$ cat src/rtl/ifetch_ctrl.sv
// Instruction-fetch controller: reads the word at the current PC from
// instruction memory using a req/ack handshake and latches it into the
// instruction register. On each successful fetch it pulses PC_LD so the PC
// advances. A bounded wait counter turns a silent memory into a sticky
// FETCH_ERR, and a later START retries the same address.
module ifetch_ctrl #(
  parameter int WAIT_MAX = 15
) (
  input  logic        CLK,
  input  logic        RESET_N,
  input  logic [15:0] PC_ADDR,
  input  logic        START,
  output logic [15:0] MEM_ADDR,
  output logic        MEM_REQ,
  input  logic        MEM_ACK,
  input  logic [15:0] MEM_DATA,
  output logic [15:0] IR_OUT,
  output logic        IR_VALID,
  input  logic        IR_TAKE,
  output logic        PC_LD,
  output logic        BUSY,
  output logic        FETCH_ERR
);

  localparam int CW = $clog2(WAIT_MAX + 1);
  // Counter value during the last REQ cycle that may still be acknowledged.
  localparam logic [CW-1:0] CNT_LAST = CW'(WAIT_MAX - 1);

  typedef enum logic [1:0] {
    IDLE,
    REQ,
    FULL,
    ERR
  } state_t;

  state_t        state;
  logic [CW-1:0] cnt;

  // Fetch FSM. Every output is registered, and PC_LD defaults low so that
  // it is high for only one cycle.
  always_ff @(posedge CLK or negedge RESET_N) begin
    if (!RESET_N) begin
      state     <= IDLE;
      cnt       <= '0;
      MEM_ADDR  <= '0;
      MEM_REQ   <= 1'b0;
      IR_OUT    <= '0;
      IR_VALID  <= 1'b0;
      PC_LD     <= 1'b0;
      BUSY      <= 1'b0;
      FETCH_ERR <= 1'b0;
    end else begin
      PC_LD <= 1'b0;
      case (state)
        IDLE: begin
          if (START) begin
            MEM_ADDR <= PC_ADDR;
            MEM_REQ  <= 1'b1;
            BUSY     <= 1'b1;
            cnt      <= '0;
            state    <= REQ;
          end
        end

        REQ: begin
          // An ack in the final allowed cycle still counts as a success.
          if (MEM_ACK) begin
            IR_OUT   <= MEM_DATA;
            IR_VALID <= 1'b1;
            MEM_REQ  <= 1'b0;
            BUSY     <= 1'b0;
            PC_LD    <= 1'b1;
            state    <= FULL;
          end else if (cnt == CNT_LAST) begin
            cnt       <= cnt + CW'(1);
            MEM_REQ   <= 1'b0;
            BUSY      <= 1'b0;
            FETCH_ERR <= 1'b1;
            state     <= ERR;
          end else begin
            cnt <= cnt + CW'(1);
          end
        end

        FULL: begin
          // PC_ADDR already shows the advanced PC by the time the word is
          // consumed, so a back-to-back fetch can sample it directly.
          if (IR_TAKE) begin
            IR_VALID <= 1'b0;
            if (START) begin
              MEM_ADDR <= PC_ADDR;
              MEM_REQ  <= 1'b1;
              BUSY     <= 1'b1;
              cnt      <= '0;
              state    <= REQ;
            end else begin
              state <= IDLE;
            end
          end
        end

        ERR: begin
          // The PC was not advanced, so a retry fetches the same address.
          if (START) begin
            FETCH_ERR <= 1'b0;
            MEM_ADDR  <= PC_ADDR;
            MEM_REQ   <= 1'b1;
            BUSY      <= 1'b1;
            cnt       <= '0;
            state     <= REQ;
          end
        end

        default: state <= IDLE;
      endcase
    end
  end

endmodule

$ cat config.mk
export PLATFORM = sky130hd
export DESIGN_NAME = ifetch_ctrl
export DESIGN_NICKNAME = d
export VERILOG_FILES = /design/src/rtl/ifetch_ctrl.sv
export SDC_FILE = /design/constraint.sdc
export NUM_CORES = 1
export LEC_CHECK = 0
export CORE_MARGIN = 3
export CORE_UTILIZATION = 49
export CTS_BUF_LIST = sky130_fd_sc_hd__clkbuf_4 sky130_fd_sc_hd__clkbuf_8
export DETAILED_ROUTE_END_ITERATION = 10
export PLACE_DENSITY = 0.84
export SLEW_MARGIN = 20
export SYNTH_ARGS = -nofsm -noshare
export SYNTH_HDL_FRONTEND = slang
export SYNTH_SLANG_ARGS = --single-unit
$ cat constraint.sdc
create_clock -name CLK -period 4.4 [get_ports CLK]
set_clock_uncertainty 0.05 [all_clocks]
set_input_delay 1.32 -clock CLK [delete_from_list [all_inputs] [get_ports CLK]]
set_output_delay 1.32 -clock CLK [all_outputs]
set_load 0.005 [all_outputs]
Word-level counts from Yosys, hierarchy flattened
Index checks and enable logic that the tools add are counted.
Operators by class
  reduce and logical (&&, ||, !) cells: 12
  add/subtract/negate cells: 1
  muxes and demuxes: 30
  equal/unequal tests: 11
Operator list (count)
  16-bit two-way mux: 2
  16-bit one-hot mux with 2 select lines: 1
  1-bit two-way mux: 14
  4-bit two-way mux: 3
  4-bit one-hot mux with 3 select lines: 1
  2-bit != test, second input constant: 5
  2-bit two-way mux: 4
  2-bit AND reduction: 4
  1-bit one-hot mux with 3 select lines: 2
  2-bit one-hot mux with 3 select lines: 1
  3-bit AND reduction: 2
  2-bit nonzero test: 3
  4-bit by 1-bit adder with 4-bit output, second input constant: 1
  2-bit == test, second input constant: 2
  4-bit == test, second input constant: 1
  1-bit one-hot mux with 2 select lines: 2
  4-bit AND reduction: 1
  3-bit != test, second input constant: 1
  2-bit by 1-bit == test with 1-bit output, second input constant: 1
  2-bit zero test: 1
  2-bit by 1-bit != test with 1-bit output, second input constant: 1
  2-bit OR reduction: 1
Storage, ports and cells
  word-level logic and storage cells: 63
  output and inout bits: 37
  register bits: 43
  input port bits: 37

Depth between registers and ports, before layout
  depth after elaboration: 4
  depth in mapped cells: 7
  gate-level depth less buffers: 6

Worst setup path before layout
No wires, ideal clock.
  kind: input to register
  start point: in IR_TAKE
  end point: reg MEM_ADDR[10]
  path slack: 2.072 ns
  buffers on the path: 1
  stages: 5
  data required time: 4.225 ns
  library setup time: 0.125 ns
  data arrival time: 2.153 ns
  cell sequence: nand2b_2 nand2_2 nor2_4 buf_12 mux2_4
Between the ends
  longest elaborated chain between the ends: 2
Ends and longest elaborated chain
  start, declared: line 19  | input logic IR_TAKE,
  2-bit != test (no source line)
  2-bit AND reduction (no source line)
  end signal, assigned: line 45  | MEM_ADDR <= '0;
  end signal, assigned: line 57  | MEM_ADDR <= PC_ADDR;
  end signal, assigned: line 91  | MEM_ADDR <= PC_ADDR;
  end, declared: line 13  | output logic [15:0] MEM_ADDR,
Every way passes these cells.
A chain may end at the register's enable or synchronous reset.

Worst setup path after layout
  start point: in IR_TAKE
  end point: reg MEM_ADDR[3]
Same word-level chain as after synthesis.

==> impl_metrics.tcl <==
set metrics [dict create \
    tns_ps 0 \
    yosysUniqueCellTypes 29 \
    area_delta_synth_final_pct 44.2 \
    setup_violations 0 \
    antenna_found_initial 0 \
    period_share_pct 63.5 \
    synthCells 133 \
    critical_path_class "in -> reg" \
    cts-resized-gates 0 \
    cts.clk_slew.worst_paths_ps 80 \
    portBuffers 73 \
    synth_compound_area_share_pct 7.68 \
    powerDensity_nw_per_um2 678 \
    clock-sinks 43 \
    wire_per_inst_um 15.7 \
    worstPathArrival_ps 2920 \
    cp_top_family "simple AND/OR/NAND/NOR gates" \
    first_pass_iters 4 \
    syn_avg_cell_area_um2 14.6 \
    crit_slowest_cell "clkdlybuf4s50_1" \
    insertion_delay_ps 290 \
    ys_seq_area_share_pct 55.5 \
    nets 251 \
    p_leak_nw 1.27 \
    synth_fa_ha_area_share_pct 3.23 \
    antenna_cells 0 \
    r2r_cells 4 \
    core_area_um2 3740 \
    crit_path_max_fanout 16 \
    dp_hpwl_um 3100 \
    dieArea_um2 4750 \
    drc 0 \
    grtUsageTotal_pct 18.5 \
    die_x_um 68.9 \
    cp-endpoint "MEM_ADDR[3]" \
    reg2reg_from "state[1]" \
    numCtsBuffers 5 \
    netSwitchingPower_mw 0.540 \
    synthXorXnorAreaFrac_pct 0 \
    synth_nets 175 \
    crit_chain "clkdlybuf4s50_1 -> nand2b_2 -> nand2_2 -> nor2_4 -> mux2_2" \
    cp.depth 5 \
    ys_ff_latch 43 \
    max_stage_delay_ps 490 \
    intPower_mw 1.35 \
    swShare_pct 28.5 \
    htree_num_levels 2 \
    status "completed" \
    cp-start-kind "primary input" \
    ys_async_sr_fraction_pct 100 \
    power_frac_seq_pct 37.7 \
    max-slew-margin-rel_pct 37.8 \
    synth_top_family_by_area "multiplexers" \
    synth_edf_count 0 \
    period_needed_ps 2790 \
    place.gp.congestion 0.757 \
    grt_pass1_wl_um 6270 \
    hold_ws_ps 460 \
    grt_max_degree 44 \
    io_pins 74 \
    maxCapViolations 0 \
    fmax_mhz 358 \
    first_iter_violations 60 \
    timing.critical_path.buf_inv 1 \
    synthMuxAreaShare_pct 23.9 \
    start_util_pct 51.8 \
    yosysWarnings 0 \
    cts_root_buf "clkbuf_8" \
    crit_path_start "IR_TAKE" \
    cp.required_ps 4530 \
    hold_viol 0 \
    clkPwrFrac_pct 16.5 \
    postRouteAntennaNets 0 \
    grt_overflow_total 0 \
    via_per_inst 4.96 \
    cts_setup_buffers 0 \
    num-fill-cells 246 \
    routed_wl_um 4050 \
    tightest_slew_ps 934 \
    vdd_drop_max_uv 432 \
    dieHeight_um 68.9 \
    cts_max_path_buffers 2 \
    cts_tree "done" \
    synthFlopType "dfrtp_1" \
    rsz0062_at_grt "false" \
    dr_total_vias 1280 \
    r2r_end "MEM_ADDR[3]" \
    min_path_type "reg -> reg" \
    rrSetupSlack_ps 2430 \
    syn-cell-area_um2 1940 \
    drv_slew 0 \
    rows 22 \
    yosys.area_share.simple_pct 6.07 \
    combPwrFrac_pct 45.8 \
    drive_gt1_share_pct 23.3 \
    end_kind "flip-flop" \
    cts_hold_buffers 0 \
    grt_pass1_vias 1342 \
]
layout by cell type (no fill, tap or decap), types with 2 or more instances in the layout:
cell type	instances
a21o_1	2
a21oi_1	6
a22o_1	6
clkbuf_8	6
clkdlybuf4s50_1	72
dfrtp_1	43
ha_1	5
inv_1	6
mux2_2	14
mux2_4	19
mux2i_1	2
nand2_1	4
nor2_1	3
nor3_1	2
o21ai_0	4
sequential cells by signal, indices dropped and copies added, names as in the netlist:
register   count
IR_OUT        16
state          2
MEM_REQ        1
MEM_ADDR      16
PC_LD          1
BUSY           1
IR_VALID       1
cnt            4
FETCH_ERR      1
power by group through the flow:
stage	clock network (mW)	logic [mW]	registers, mW
5_1_grt	0.338	0.947	0.734
3_5_place_dp	0	0.882	0.716
3_3_place_gp	0	0.853	0.700
2_1_floorplan	0	0.442	0.708
4_1_cts	0.320	0.883	0.715
6_report	0.312	0.868	0.713
synth_stat cells (all sizes together) (4+ instances only):
library cell | instances | area [um2]
a21oi | 6 | 30.0
a22o | 6 | 52.6
buf | 4 | 47.5
dfrtp | 43 | 1080
ha | 5 | 62.6
inv | 6 | 22.5
mux2 | 33 | 443
nand2 | 6 | 32.5
nor2 | 4 | 22.5
o21ai | 4 | 20.0
how the worst min path moves through the flow:
stage          slack [ps]          to        from  depth (start not counted)
3_3_place_gp          440   IR_OUT[3]   IR_OUT[3]                          1
6_report              460   IR_OUT[3]   IR_OUT[3]                          1
4_1_cts               460   IR_OUT[3]   IR_OUT[3]                          1
2_1_floorplan         450   IR_OUT[0]   IR_OUT[0]                          1
5_1_grt               480  IR_OUT[10]  IR_OUT[10]                          1
3_5_place_dp          440  IR_OUT[11]  IR_OUT[11]                          1
area by class of cell:
cell class / instances / area, um2 / area share, %
Timing Repair Buffer: 73 / 726 / 26.0
Clock inverter: 2 / 35.0 / 1.25
Inverter: 6 / 22.5 / 0.806
Tap cell: 48 / 60.1 / 2.15
Multi-Input combinational cell: 80 / 792 / 28.3
Clock buffer: 6 / 82.6 / 2.96
Sequential cell: 43 / 1080 / 38.5
cells by family (layout without fill, tap and decap cells):
family                   Yosys count  in the layout
AND/OR/NAND/NOR                   18             18
buffers and inverters             10             87
multiplexers                      35             35
flip-flops                        43             43
adder cells (fa/ha/maj)            5              5
AO/OA/AOI/OAI                     22             22
stage by stage:
| step | cells | util, % | instance area [um2] | power (mW) | worst slack, ps |
|---|---|---|---|---|---|
| 2_1_floorplan | 133 | - | 1940 | 1.15 | 2070 |
| 3_3_place_gp | 250 | 71.5 | 2680 | 1.55 | 1360 |
| 3_5_place_dp | 250 | 71.5 | 2680 | 1.60 | 1290 |
| 5_1_grt | 258 | 74.6 | 2790 | 2.02 | 1550 |
| 4_1_cts | 258 | 74.6 | 2790 | 1.92 | 1600 |
| 6_report | 258 | 74.6 | 2790 | 1.89 | 1610 |
per-layer routing:
metal / global-route usage, % / up-vias / wire, um
met5: 0 / - / 0
met2: 32.1 / 43 / 2240
met1: 21.6 / 618 / 1560
li1: - / 617 / -
met3: 5.83 / 2 / 222
met4: 5.84 / 0 / 23
Power figures use the tool's default switching activity.
